==> src/rtl/timer_pkg.sv <==
// Shared encodings and helpers for the two-digit BCD up/down timer.
package timer_pkg;

   typedef enum logic [1:0] {
      IDLE  = 2'b00,
      RUN   = 2'b01,
      PAUSE = 2'b10
   } state_t;

   localparam logic [3:0] BCD_NINE    = 4'd9;
   localparam logic [7:0] MAX_VAL_DEF = 8'h59;

   function automatic logic bcd_valid(input logic [7:0] v);
      return (v[7:4] <= BCD_NINE) && (v[3:0] <= BCD_NINE);
   endfunction

endpackage

==> src/rtl/sw_sync.sv <==
// Single-bit level synchroniser into the slow CLK_temp domain.
module sw_sync #(
   parameter int STAGES = 2
) (
   input  logic CLK_temp,
   input  logic rst_n,
   input  logic d,
   output logic q
);

   logic [STAGES-1:0] ff;

   always_ff @(posedge CLK_temp or negedge rst_n) begin
      if (!rst_n) ff <= '0;
      else        ff <= {ff[STAGES-2:0], d};
   end

   assign q = ff[STAGES-1];

endmodule

==> src/rtl/bcd_updown_timer.sv <==
// Two-digit BCD up/down counter with IDLE/RUN/PAUSE control, clear and preset load.
module bcd_updown_timer
   import timer_pkg::*;
#(
   parameter logic [7:0] MAX_VAL     = MAX_VAL_DEF,
   parameter int         SYNC_STAGES = 2
) (
   input  logic       CLK_temp,
   input  logic       rst_n,
   input  logic       en_sw,
   input  logic       dir_sw,
   input  logic       clr_sw,
   input  logic       load_sw,
   input  logic [7:0] load_val,
   output logic [3:0] tens,
   output logic [3:0] ones,
   output logic       wrap,
   output logic       err,
   output logic [1:0] state
);

   logic en_s, dir_s, clr_s, load_s;

   sw_sync #(.STAGES(SYNC_STAGES)) u_sync_en (
      .CLK_temp(CLK_temp), .rst_n(rst_n), .d(en_sw),   .q(en_s));
   sw_sync #(.STAGES(SYNC_STAGES)) u_sync_dir (
      .CLK_temp(CLK_temp), .rst_n(rst_n), .d(dir_sw),  .q(dir_s));
   sw_sync #(.STAGES(SYNC_STAGES)) u_sync_clr (
      .CLK_temp(CLK_temp), .rst_n(rst_n), .d(clr_sw),  .q(clr_s));
   sw_sync #(.STAGES(SYNC_STAGES)) u_sync_load (
      .CLK_temp(CLK_temp), .rst_n(rst_n), .d(load_sw), .q(load_s));

   state_t     state_q, state_d;
   logic [7:0] cnt_q, cnt_d;
   logic       wrap_q, wrap_d;
   logic       err_q, err_d;

   logic [7:0] up_val, dn_val;
   logic       up_wrap, dn_wrap;
   logic       load_ok, load_hit;

   // Next value in each direction; count never exceeds MAX_VAL so the
   // terminal checks are plain equality.
   always_comb begin
      up_wrap = (cnt_q == MAX_VAL);
      if (up_wrap)                    up_val = 8'h00;
      else if (cnt_q[3:0] == BCD_NINE) up_val = {cnt_q[7:4] + 4'd1, 4'd0};
      else                            up_val = {cnt_q[7:4], cnt_q[3:0] + 4'd1};

      dn_wrap = (cnt_q == 8'h00);
      if (dn_wrap)                 dn_val = MAX_VAL;
      else if (cnt_q[3:0] == 4'd0) dn_val = {cnt_q[7:4] - 4'd1, BCD_NINE};
      else                         dn_val = {cnt_q[7:4], cnt_q[3:0] - 4'd1};
   end

   assign load_ok  = bcd_valid(load_val) && (load_val <= MAX_VAL);
   assign load_hit = load_s && ((state_q == IDLE) || (state_q == PAUSE));

   always_comb begin
      state_d = state_q;
      cnt_d   = cnt_q;
      wrap_d  = 1'b0;
      err_d   = err_q;
      if (clr_s) begin
         state_d = IDLE;
         cnt_d   = 8'h00;
         err_d   = 1'b0;
      end else if (load_hit) begin
         if (load_ok) cnt_d = load_val;
         else         err_d = 1'b1;
      end else begin
         case (state_q)
            IDLE:  if (en_s) state_d = RUN;
            PAUSE: if (en_s) state_d = RUN;
            RUN: begin
               if (!en_s) begin
                  state_d = PAUSE;
               end else if (dir_s) begin
                  cnt_d  = up_val;
                  wrap_d = up_wrap;
               end else begin
                  cnt_d  = dn_val;
                  wrap_d = dn_wrap;
               end
            end
            default: begin
               state_d = IDLE;
               cnt_d   = 8'h00;
            end
         endcase
      end
   end

   always_ff @(posedge CLK_temp or negedge rst_n) begin
      if (!rst_n) begin
         state_q <= IDLE;
         cnt_q   <= 8'h00;
         wrap_q  <= 1'b0;
         err_q   <= 1'b0;
      end else begin
         state_q <= state_d;
         cnt_q   <= cnt_d;
         wrap_q  <= wrap_d;
         err_q   <= err_d;
      end
   end

   assign tens  = cnt_q[7:4];
   assign ones  = cnt_q[3:0];
   assign wrap  = wrap_q;
   assign err   = err_q;
   assign state = state_q;

endmodule

==> config.mk <==
export PLATFORM = sky130hd
export DESIGN_NAME = bcd_updown_timer
export DESIGN_NICKNAME = d
export VERILOG_FILES = /design/src/rtl/timer_pkg.sv /design/src/rtl/sw_sync.sv /design/src/rtl/bcd_updown_timer.sv
export SDC_FILE = /design/constraint.sdc
export NUM_CORES = 1
export LEC_CHECK = 0
export BUFFER_PORTS_ARGS = -buffer_cell sky130_fd_sc_hd__buf_2
export CORE_ASPECT_RATIO = 0.8
export CORE_MARGIN = 1.5
export CORE_UTILIZATION = 53
export CTS_CLUSTER_SIZE = 24
export DETAILED_ROUTE_END_ITERATION = 6
export GPL_ROUTABILITY_DRIVEN = 0
export GPL_TIMING_DRIVEN = 0
export HOLD_SLACK_MARGIN = 0.03
export PLACE_DENSITY = 0.78
export SLEW_MARGIN = 5
export SYNTH_ARGS = -nofsm -noshare
export SYNTH_HDL_FRONTEND = slang
export SYNTH_HIERARCHICAL = 1
export SYNTH_SLANG_ARGS = --single-unit
==> constraint.sdc <==
create_clock -name CLK_temp -period 2.76 [get_ports CLK_temp]
set_input_delay 0.276 -clock CLK_temp [delete_from_list [all_inputs] [get_ports CLK_temp]]
set_output_delay 0.276 -clock CLK_temp [all_outputs]
set_load 0.05 [all_outputs]
==> metrics.txt <==
run status=finished clean; data required time of the critical path=approximately 3000 ps; Layout area overhead=17.5%; fin worst setup slack=between 600 and 700 ps; overall fraction of global-route tracks in use=approximately a quarter; Syn Inst Count=129; worst clock skew=around 22 ps; setup repair after global routing missed its margin=no; area of combinational cells with multiple inputs=~670 um^2; die footprint=2670 um^2; class of the worst hold path=input pin to flop; total number of nets in the final design=181; Critical Path Sink Type=flop; Post-synth ARST share=100%; power share of the combinational group=27.9%; vias after detailed routing=1131; Slew @ Worst Pin=519 ps; commonest non-fill, non-tap cells in the layout=sky130_fd_sc_hd__buf_2, sky130_fd_sc_hd__dfrtp_1, sky130_fd_sc_hd__nor2_1; routing usage on met1=31.4%; Final Hold Viols=0; met3 Usage GRT=5.34%; HPWL reported at the end of detailed placement=2.11 mm; largest voltage drop on the vdd net=411 uV; clock tree from TritonCTS=yes; final count of negative-setup-slack endpoints=0; share of power burned in the clock network=30.8%; clock tree root buffer cell=sky130_fd_sc_hd__clkbuf_4; drt drc=0; largest net degree at the start of global routing=21; Critical Path AT=2380 ps; maximum level of the CTS H-tree=1; Min Clock Period, post-route=2140 ps; CP startpoint kind=flop; row cnt=15; pins over their slew limit=0; peak fanout along the critical path=8; number of global-route vias before repair=1067; register cell area after layout=roughly 500 um^2; crit share post-route=77.5%; number of port buffers=25; maximum number of buffers from clock root to sink=2; power per unit of standard cell area=541 nW/um^2; fraction of power consumed by sequential logic=41.3%; Boundary Pins=26; post-synth design cell area=1250 um^2; met2 usage in global routing=40.7%; number of enable-type register cells in the synthesized netlist=0; share of cells above drive strength 1=between 20 and 30%; Total Wirelength=between 2 and 3 mm; Setup CP Type=flop to flop; number of warning messages in the yosys log=6; antenna violations before repair=0; mean area per synthesized cell=between 9 and 10 um^2; count of state elements after synthesis=20; CTS clock-pin slew for the worst setup and hold paths=about 130 ps; PostCTS Resize Cnt=0; sequential area share after synthesis=about 40%; y dimension of the die=46.5 um; final routed wire length divided by cell count=between 15 and 20 um; share of total power consumed by net switching=between 30% and 40%; most frequent standard cell in the layout excluding fill and tap cells=sky130_fd_sc_hd__buf_2; worst slack after detailed placement=658 ps; Total Neg Setup Slack=0 ps; Fmax achieved=between 400 and 500 MHz; total inserted antenna cells=0; Top FF cell, synth=sky130_fd_sc_hd__dfrtp_1; TritonCTS Buffers=3; core region area=2200 um^2; initial drt markers=72; number of nets with antenna violations after detailed routing=0; insertion delay of the later-clocked pin in the worst-skew pair=320 ps; Syn Nets=150; leakage component of the power=between 0.0006 and 0.0007 uW; final-layout fill cell count=~190; grt peak-use layer=met2; die width=57.4 um; internal portion of total power=535 uW; clock sink total=20; switching power summed over all nets=between 200 and 300 uW; number of detailed-routing iterations run before antenna repair=4; max-slew headroom at the worst pin=around 65%; max capacitance violation total=0; global-route wire length before repair=4.88 mm; Initial Util=57.0%; number of unique standard cell types used by synthesis=45; routed vias/inst=6.15; total grt overflow=0
synth_stat cells (2+ instances only):
library cell	count	area share, %
sky130_fd_sc_hd__a21oi_1	8	3.2
sky130_fd_sc_hd__buf_6	2	1.8
sky130_fd_sc_hd__nor3_1	4	1.6
sky130_fd_sc_hd__a311oi_1	2	1.4
sky130_fd_sc_hd__and2b_2	2	1.4
sky130_fd_sc_hd__dfrtp_1	20	40
sky130_fd_sc_hd__a31oi_1	3	1.5
sky130_fd_sc_hd__o21ai_1	3	1.2
sky130_fd_sc_hd__clkbuf_1	3	0.90
sky130_fd_sc_hd__o21ai_0	4	1.6
sky130_fd_sc_hd__a221oi_1	3	2.1
sky130_fd_sc_hd__buf_2	3	1.2
sky130_fd_sc_hd__nand2_1	8	2.4
sky130_fd_sc_hd__ha_1	7	7.0
sky130_fd_sc_hd__nand3_1	3	1.2
sky130_fd_sc_hd__nand4b_1	2	1.4
sky130_fd_sc_hd__nor2_1	14	4.2
sky130_fd_sc_hd__inv_1	6	1.8
sky130_fd_sc_hd__a211oi_1	3	1.8
sky130_fd_sc_hd__nor2b_1	4	2.0
layer usage:
| metal | share of wire, % | wire length, um |
|---|---|---|
| met5 | 0 | 0 |
| met4 | 1.5 | 45 |
| met1 | 44 | 1290 |
| met2 | 48 | 1410 |
| met3 | 6.2 | 182 |
worst paths after layout:
check | from | depth (start not counted) | end | slack [ps]
max in group asynchronous | rst_n | 2 | u_sync_load/ff[1] | 2010
setup / recovery | cnt_q[1] | 7 | cnt_q[5] | 620
min in group asynchronous | rst_n | 2 | cnt_q[7] | 410
setup reg to reg | cnt_q[1] | 7 | cnt_q[5] | 620
hold reg to reg | u_sync_dir/ff[0] | 0 | u_sync_dir/ff[1] | 360
hold / removal | dir_sw | 1 | u_sync_dir/ff[0] | 70
flip-flops by register name (all words and copies together), names as in the netlist:
name,flops
cnt_q,8
state,2
u_sync_clr/ff,2
u_sync_dir/ff,2
u_sync_en/ff,2
u_sync_load/ff,2
err,1
wrap,1
power by group through the flow:
| stage | Clock [uW] | Combinational (uW) | Sequential, uW |
|---|---|---|---|
| final | 245 | 222 | 328 |
| after global routing | 259 | 241 | 331 |
| after CTS | 250 | 221 | 329 |
| after detailed placement | 0 | 218 | 334 |
| after global placement | 0 | 213 | 333 |
| after floorplan | 0 | 125 | 371 |
cells by family (layout without fill, tap and decap cells):
logic type                 Yosys count  in the layout  synth area share, %
AOI/OAI and AO/OA                   40             40                 24.0
and+or+nand+nor                     46             46                 22.1
muxes                                1              1                0.799
buffers and inverters               15             45                 6.19
DFF                                 20             20                 40.0
adders and majority gates            7              7                 6.99
through the flow:
| stage | cells | util, % | instance area [um^2] | hold slack, ps | power [uW] |
|---|---|---|---|---|---|
| CTS | 184 | 67.0 | 1470 | 57.4 | 799 |
| finish | 184 | 67.0 | 1470 | 73.5 | 796 |
| floorplan | 129 | - | 1250 | -19.6 | 496 |
| global route | 184 | 67.0 | 1470 | 51.2 | 831 |
| detailed placement | 179 | 64.2 | 1410 | 248 | 552 |
| global placement | 179 | 64.2 | 1410 | 235 | 546 |
critical path, stage by stage (launching register included):
cell                       delay (ps)
sky130_fd_sc_hd__dfrtp_1          460
sky130_fd_sc_hd__inv_1            150
sky130_fd_sc_hd__ha_1             250
sky130_fd_sc_hd__or4b_4           480
sky130_fd_sc_hd__buf_6            160
sky130_fd_sc_hd__nor4_4           220
sky130_fd_sc_hd__a221oi_2          60
sky130_fd_sc_hd__a311oi_2         270
layout make-up:
| cell class | instances | area share, % |
|---|---|---|
| Multi-Input combinational cell | 94 | 45.8 |
| Buffer | 8 | 3.32 |
| Inverter | 7 | 1.96 |
| Tap cell | 25 | 2.13 |
| Clock buffer | 3 | 1.53 |
| Clock inverter | 1 | 2.04 |
| Timing Repair Buffer | 26 | 9.18 |
| Sequential cell | 20 | 34.0 |
repair_timing:
item                                   4_1_cts  5_1_grt
hold buffers                                 1        0
buffers inserted                             0        0
endpoints found under the hold margin       20        0
(Power assumes the default switching activity.)
